$ cat src/rtl/timer_apb_regs.sv
`default_nettype none
// ============================================================================
// Module   : timer_apb_regs
// Purpose  : APB slave register block for the 8-bit timer counter. Holds the
//            reload value (TDR) and control bits (TCR). Generates one-cycle
//            load / flag-clear strobes and returns the counter flags (TSR).
//            A wait-state FSM inserts WAIT_STATES cycles of pready low.
// Revision : 1.0 - initial release
// ----------------------------------------------------------------------------
// Ports:
//   clk, rst            system clock, asynchronous active-high reset
//   i_psel, i_penable   APB select / access-phase enable
//   i_pwrite            1 = write, 0 = read
//   i_paddr, i_pwdata   register address / write data
//   o_prdata            read data (0x00 unless o_pready)
//   o_pready            transfer completion
//   o_pslverr           error response for out-of-map addresses
//   i_overflow          counter overflow flag (TSR[0])
//   i_underflow         counter underflow flag (TSR[1])
//   o_start_counter     reload value (TDR)
//   o_up_down, o_enable TCR[5], TCR[4]
//   o_cks               TCR[1:0] prescaler select
//   o_load              one-cycle load strobe
//   o_clr_overflow      one-cycle overflow clear strobe
//   o_clr_underflow     one-cycle underflow clear strobe
// ============================================================================
module timer_apb_regs #(
  parameter int WAIT_STATES = 1,
  parameter int ADDR_W      = 8
) (
  input  logic              clk,
  input  logic              rst,
  input  logic              i_psel,
  input  logic              i_penable,
  input  logic              i_pwrite,
  input  logic [ADDR_W-1:0] i_paddr,
  input  logic [7:0]        i_pwdata,
  output logic [7:0]        o_prdata,
  output logic              o_pready,
  output logic              o_pslverr,
  input  logic              i_overflow,
  input  logic              i_underflow,
  output logic [7:0]        o_start_counter,
  output logic              o_up_down,
  output logic              o_enable,
  output logic [1:0]        o_cks,
  output logic              o_load,
  output logic              o_clr_overflow,
  output logic              o_clr_underflow
);

  localparam logic [0:0] c_IDLE   = 1'b0;
  localparam logic [0:0] c_ACCESS = 1'b1;

  localparam logic [3:0]        c_WAIT     = 4'(WAIT_STATES);
  localparam logic [ADDR_W-1:0] c_ADDR_TDR = ADDR_W'(0);
  localparam logic [ADDR_W-1:0] c_ADDR_TCR = ADDR_W'(1);
  localparam logic [ADDR_W-1:0] c_ADDR_TSR = ADDR_W'(2);

  logic [0:0] r_state;
  logic [3:0] r_wait;
  logic [7:0] r_tdr;
  logic       r_up_down;
  logic       r_enable;
  logic [1:0] r_cks;
  logic       r_load;
  logic       r_clr_ovf;
  logic       r_clr_unf;

  logic       w_ready;
  logic       w_complete;
  logic       w_hit_tdr;
  logic       w_hit_tcr;
  logic       w_hit_tsr;
  logic       w_err;
  logic       w_wr_tdr;
  logic       w_wr_tcr;
  logic       w_wr_tsr;
  logic [7:0] w_rdata;

  // pready decodes registered state only, so no APB input reaches it.
  assign w_ready    = (r_state == c_ACCESS) && (r_wait == 4'd0);
  assign w_complete = i_psel & i_penable & w_ready;

  assign w_hit_tdr = (i_paddr == c_ADDR_TDR);
  assign w_hit_tcr = (i_paddr == c_ADDR_TCR);
  assign w_hit_tsr = (i_paddr == c_ADDR_TSR);
  assign w_err     = ~(w_hit_tdr | w_hit_tcr | w_hit_tsr);

  assign w_wr_tdr = w_complete & i_pwrite & w_hit_tdr;
  assign w_wr_tcr = w_complete & i_pwrite & w_hit_tcr;
  assign w_wr_tsr = w_complete & i_pwrite & w_hit_tsr;

  always_comb begin
    w_rdata = 8'h00;
    if (w_hit_tdr) w_rdata = r_tdr;
    if (w_hit_tcr) w_rdata = {2'b00, r_up_down, r_enable, 2'b00, r_cks};
    if (w_hit_tsr) w_rdata = {6'b000000, i_underflow, i_overflow};
  end

  assign o_prdata  = w_ready ? w_rdata : 8'h00;
  assign o_pready  = w_ready;
  assign o_pslverr = w_ready & w_err;

  // Wait-state FSM. Dropping psel in ACCESS abandons the transfer.
  always_ff @(posedge clk or posedge rst) begin
    if (rst) begin
      r_state <= c_IDLE;
      r_wait  <= 4'd0;
    end else begin
      case (r_state)
        c_IDLE: begin
          if (i_psel && !i_penable) begin
            r_state <= c_ACCESS;
            r_wait  <= c_WAIT;
          end
        end
        c_ACCESS: begin
          if (!i_psel || w_complete) begin
            r_state <= c_IDLE;
            r_wait  <= 4'd0;
          end else if (r_wait != 4'd0) begin
            r_wait <= r_wait - 4'd1;
          end
        end
        default: begin
          r_state <= c_IDLE;
          r_wait  <= 4'd0;
        end
      endcase
    end
  end

  // Register file. The strobes are registered from the same completing
  // edge as the control bits, so load rises with the new TCR/TDR values.
  always_ff @(posedge clk or posedge rst) begin
    if (rst) begin
      r_tdr     <= 8'h00;
      r_up_down <= 1'b0;
      r_enable  <= 1'b0;
      r_cks     <= 2'b00;
      r_load    <= 1'b0;
      r_clr_ovf <= 1'b0;
      r_clr_unf <= 1'b0;
    end else begin
      if (w_wr_tdr) r_tdr <= i_pwdata;
      if (w_wr_tcr) begin
        r_up_down <= i_pwdata[5];
        r_enable  <= i_pwdata[4];
        r_cks     <= i_pwdata[1:0];
      end
      r_load    <= w_wr_tcr & i_pwdata[7];
      // TSR bits are write-0-to-clear.
      r_clr_ovf <= w_wr_tsr & ~i_pwdata[0];
      r_clr_unf <= w_wr_tsr & ~i_pwdata[1];
    end
  end

  assign o_start_counter = r_tdr;
  assign o_up_down       = r_up_down;
  assign o_enable        = r_enable;
  assign o_cks           = r_cks;
  assign o_load          = r_load;
  assign o_clr_overflow  = r_clr_ovf;
  assign o_clr_underflow = r_clr_unf;

endmodule
`default_nettype wire

$ cat config.mk
export PLATFORM = sky130hd
export DESIGN_NAME = timer_apb_regs
export DESIGN_NICKNAME = d
export VERILOG_FILES = /design/src/rtl/timer_apb_regs.sv
export SDC_FILE = /design/constraint.sdc
export NUM_CORES = 1
export LEC_CHECK = 0
export CAP_MARGIN = 20
export CORE_ASPECT_RATIO = 1.5
export CORE_MARGIN = 3
export CORE_UTILIZATION = 25
export CTS_BUF_LIST = sky130_fd_sc_hd__clkbuf_8 sky130_fd_sc_hd__clkbuf_16
export DETAILED_ROUTE_END_ITERATION = 7
export PLACE_DENSITY = 0.6
export SKIP_CTS_REPAIR_TIMING = 1
export SLEW_MARGIN = 20
export SYNTH_ARGS = -nofsm -noshare
export SYNTH_HDL_FRONTEND = slang
export SYNTH_SLANG_ARGS = --single-unit
export TNS_END_PERCENT = 5
$ cat constraint.sdc
create_clock -name clk -period 2.9 [get_ports clk]
set_clock_uncertainty 0.15 [all_clocks]
set_input_delay 0.435 -clock clk [delete_from_list [all_inputs] [get_ports clk]]
set_output_delay 0.435 -clock clk [all_outputs]
set_load 0.03 [all_outputs]
Word-level counts from Yosys, hierarchy flattened
Index checks and enable logic that the tools add are counted.
- equality and inequality tests: 4
- multiplexer cells: 11
- bitwise operators: 16
- reduce and logical (&&, ||, !) cells: 9
- add/sub/neg operators: 1
- operators by type and width (cell ; number):
    $mux W8 ; 4
    $mux W4 ; 3
    $and A1 B1 Y1 ; 10
    $eq A8 B1 Y1 const B ; 1
    $eq A8 B2 Y1 const B ; 1
    $logic_not A8 Y1 ; 1
    $pmux W4 S2 ; 1
    $logic_not A4 Y1 ; 1
    $not A1 Y1 ; 4
    $reduce_bool A4 Y1 ; 1
    $sub A4 B1 Y4 const B ; 1
    $ne A3 B1 Y1 const B ; 1
    $logic_and A1 B1 Y1 ; 2
    $logic_not A1 Y1 ; 2
    $mux W1 ; 2
    $ne A2 B2 Y1 const B ; 1
    $or A1 B1 Y1 ; 2
    $pmux W1 S2 ; 1
    $reduce_and A2 Y1 ; 1
    $logic_or A1 B1 Y1 ; 1
- register bits after elaboration: 20
- word-level logic and storage cells: 50
- output and inout port bits: 25

Depth between registers and ports, before layout
Gate-level depths: netlist of run 1.
- depth after elaboration: 6
- depth in mapped cells: 6

Worst setup path before layout of run 1
Ideal clock, no wire load.
- kind: register to output
- from: register r_wait[0]
- to: output port o_prdata[0]
- data arrival time: 1817 ps
- setup slack: 498 ps
- stages on the path, launching flop included: 6
- cells stage by stage: dfrtp_1 inv_1 ha_1 nor3b_1 nand2_1 nor3_1
- word-level cells in the longest chain between the ends: 3
- RTL lines (item ; RTL line ; source):
    start: declaration ; 61 ; logic [3:0] r_wait;
    start signal: assignment ; 115 ; r_wait <= c_WAIT;
    start signal: assignment ; 123 ; r_wait <= r_wait - 4'd1;
    $logic_not A4 Y1 ; 82 ; assign w_ready = (r_state == c_ACCESS) && (r_wait == 4'd0);
    $logic_and A1 B1 Y1 ; 82 ;
    $mux W8 ; 101 ; assign o_prdata = w_ready ? w_rdata : 8'h00;
    end: declaration ; 38 ; output logic [7:0] o_prdata,
Every way passes these cells.

Final worst setup path of run 1
- from: register r_wait[0]
- to: output port o_pready
- word-level cells in the longest chain between the ends: 2
- RTL lines (item ; RTL line ; source):
    $logic_not A4 Y1 ; 82 ;
    $logic_and A1 B1 Y1 ; 82 ;
    end: declaration ; 39 ; output logic o_pready,
Every way passes these cells.

==> results of run 1 <==
## power by group through the flow
stage	clock, mW	combinational, mW	sequential (mW)
5_1_grt	0.228	0.216	0.319
3_5_place_dp	0	0.194	0.320
4_1_cts	0.217	0.195	0.315
2_1_floorplan	0	0.113	0.313
6_report	0.209	0.196	0.316
3_3_place_gp	0	0.186	0.319
## cell type report
type | count | area, sq um
fill | 393 | 2400
multi-input combinational | 76 | 556
sequential | 20 | 500
inverter | 5 | 18.8
clock buffer | 4 | 55.1
tap | 45 | 56.3
timing repair buffer | 50 | 475
## sequential cells by signal, indices dropped and copies added (netlist names)
| register | flops |
|---|---|
| r_wait | 4 |
| r_state | 1 |
| o_start_counter | 8 |
| o_up_down | 1 |
| o_enable | 1 |
| o_clr_underflow | 1 |
| o_clr_overflow | 1 |
| o_cks | 2 |
| o_load | 1 |
## path summary, 6_finish.rpt
path                       slack [ns]          startpoint                 end
min in group asynchronous        0.47                 rst  o_start_counter[6]
min reg2reg                      0.38  o_start_counter[7]  o_start_counter[7]
min                              0.38  o_start_counter[7]  o_start_counter[7]
max reg2reg                      0.77           r_wait[0]            o_enable
max in group asynchronous        1.65                 rst              o_load
max                              0.24           r_wait[0]            o_pready
## critical path: cells and delay by family (launching register included)
| family | cells | cell delay [ns] |
|---|---|---|
| adder cells (fa/ha/maj) | 1 | 0.20 |
| AND/OR/NAND/NOR | 2 | 0.35 |
| buffers and inverters | 3 | 0.86 |
| flip-flops | 1 | 0.40 |
## per-stage QoR
stage	hold WS (ns)	utilization	instance area, sq um	setup slack, ns
floorplan	0.249	-	1080	0.498
detailed placement	0.362	0.393	1600	0.245
global placement	0.347	0.393	1600	0.297
global route	0.409	0.409	1660	0.103
finish	0.384	0.409	1660	0.237
CTS	0.391	0.407	1650	0.0342
## synthesized netlist by cell type
library cell / count
a21boi_0: 2
a21oi_1: 3
a31o_2: 1
a31oi_1: 1
a32o_1: 1
and2_1: 4
and3_1: 1
and4b_1: 1
and4bb_2: 1
clkbuf_1: 3
dfrtp_1: 20
ha_1: 2
inv_1: 5
mux2_1: 4
mux2_2: 7
mux2i_1: 4
nand2_1: 6
nand2_2: 1
nand3_1: 2
nand4_1: 3
nand4b_1: 1
nor2_1: 10
nor2b_1: 2
nor3_1: 5
nor3b_1: 2
nor4_1: 2
nor4_4: 1
o21ai_0: 4
o22ai_1: 1
o2bb2ai_1: 2
or3b_2: 1
or4b_1: 1
## layer usage
| layer | track usage | wire length, microns |
|---|---|---|
| met5 | 0 | 0 |
| met1 | 0.152 | 1190 |
| met2 | 0.214 | 1590 |
| met3 | 0.0268 | 183 |
| met4 | 0.0484 | 46 |
## cell families (layout without fill, tap and decap cells)
| family | Yosys count | count (layout) | share of synthesized area |
|---|---|---|---|
| compound gates | 15 | 15 | 0.0914 |
| fa+ha+maj | 2 | 2 | 0.0231 |
| buf+inv | 8 | 59 | 0.0278 |
| flops | 20 | 20 | 0.463 |
| mux | 15 | 15 | 0.152 |
| simple gates | 44 | 44 | 0.243 |
==> results.cfg, run 1 <==
[outcome]
outcome = complete, no violations

[power_and_ir_drop]
p_int_mw = 0.513
pwr-share-clk = 0.290
power.density_nw_per_um2 = 434
seqPwrFrac = 0.438
irDropWorstVdd_mv = 0.264
power_mw = 0.721
swShare = 0.289
p_comb_frac = 0.272
power_switching_mw = 0.208
p_leak_nw = 0.754

[sta]
finalCritPeriodShare = 0.918
fin_crit_ns = 2.66
max_slew_margin = 0.485
worstMarginPinSlew_ns = 0.771
fmax_mhz = 376
hold_viol_final = 0
tns_ns = 0
rsz0062_at_grt = false
setup_viol = 0
slew_violations = 0

[critical_path]
required_ns = 2.32
worstSetupStartpointType = flop
cp_common_cell = inv_1
crit_fanout = 4
arrival_ns = 2.08
rr_worst_depth = 6
path_cells = inv_1 > ha_1 > nor3b_2 > nand2_1 > inv_1 > clkdlybuf4s50_1
crit_path_end_kind = output pin
max_stage_delay_ns = 0.67
crit_type = flop to output pin
critPathSlowestCell = clkdlybuf4s50_1

[hold_path]
hold_path.class = flop to flop
hold_depth = 2

[grt]
first_global_vias = 1097
overflow = 0
grt_pass1_wl_microns = 5030
track_usage = 0.126
antenna_found_initial = 0
grt_start_max_net_pins = 21

[final_layout]
syn2layout_area_growth_pct = 53.7
fin_cells = 200
layout_common_cells = 38 x clkdlybuf4s50_1, 20 x dfrtp_1, 11 x buf_4
drive_gt1_frac = 0.181
antennaDiodeCount = 0
final_common_cell = clkdlybuf4s50_1
nets = 181

[floorplan]
die_y_microns = 86.5
rows = 28
die_area_sq_um = 5170
io_pins = 48
die_w_microns = 59.7
coreArea_sq_um = 4060
initial_utilization = 0.266

[logic_synthesis]
syn_inst = 104
synth-seq-cells = 20
syn_avg_cell_area_sq_um = 10.4
syn-cell-area_sq_um = 1080
yosysTopAreaCell = dfrtp_1
synth_top_area_frac = 0.463
synthesis.nets = 129
yosysWarnings = 0
ys_types = 32
yosysSeqAreaShare = 0.463
synth_area_leaders = dfrtp_1 46%, mux2_2 7.3%, mux2_1 4.2%, mux2i_1 3.7%, nor2_1 3.5%

[detailed_routing]
wl_microns = 3010
vias_per_cell = 5.11
wl_per_cell_microns = 15.1
dr.pass1.iters = 4
drcViolationCount = 0
drt-initial-drc-count = 11
ant_nets = 0
vias = 1022

[placement]
dp_cells = 196
dp_hpwl_microns = 2460
io_buffers = 47
gp_congestion = 0.907

[clock_tree]
path_clk_slew_ns = 0.07
cts_htree_levels = 1
cts_buffers = 3
cts_buffer_depth = 2
clock_latency_ns = 0.25
cts_tree = yes
cts-root-buf = clkbuf_8
cts_num_sinks = 20

[job]
maxCapViolations = 0
No activity file was read; power rests on OpenSTA's default activity.
==> run 2, diff against run 1 <==
CTS_CLUSTER_DIAMETER = 80   (was default)
==> results of run 2 <==
Final layout, timing and power as in run 1 (identical DEF).
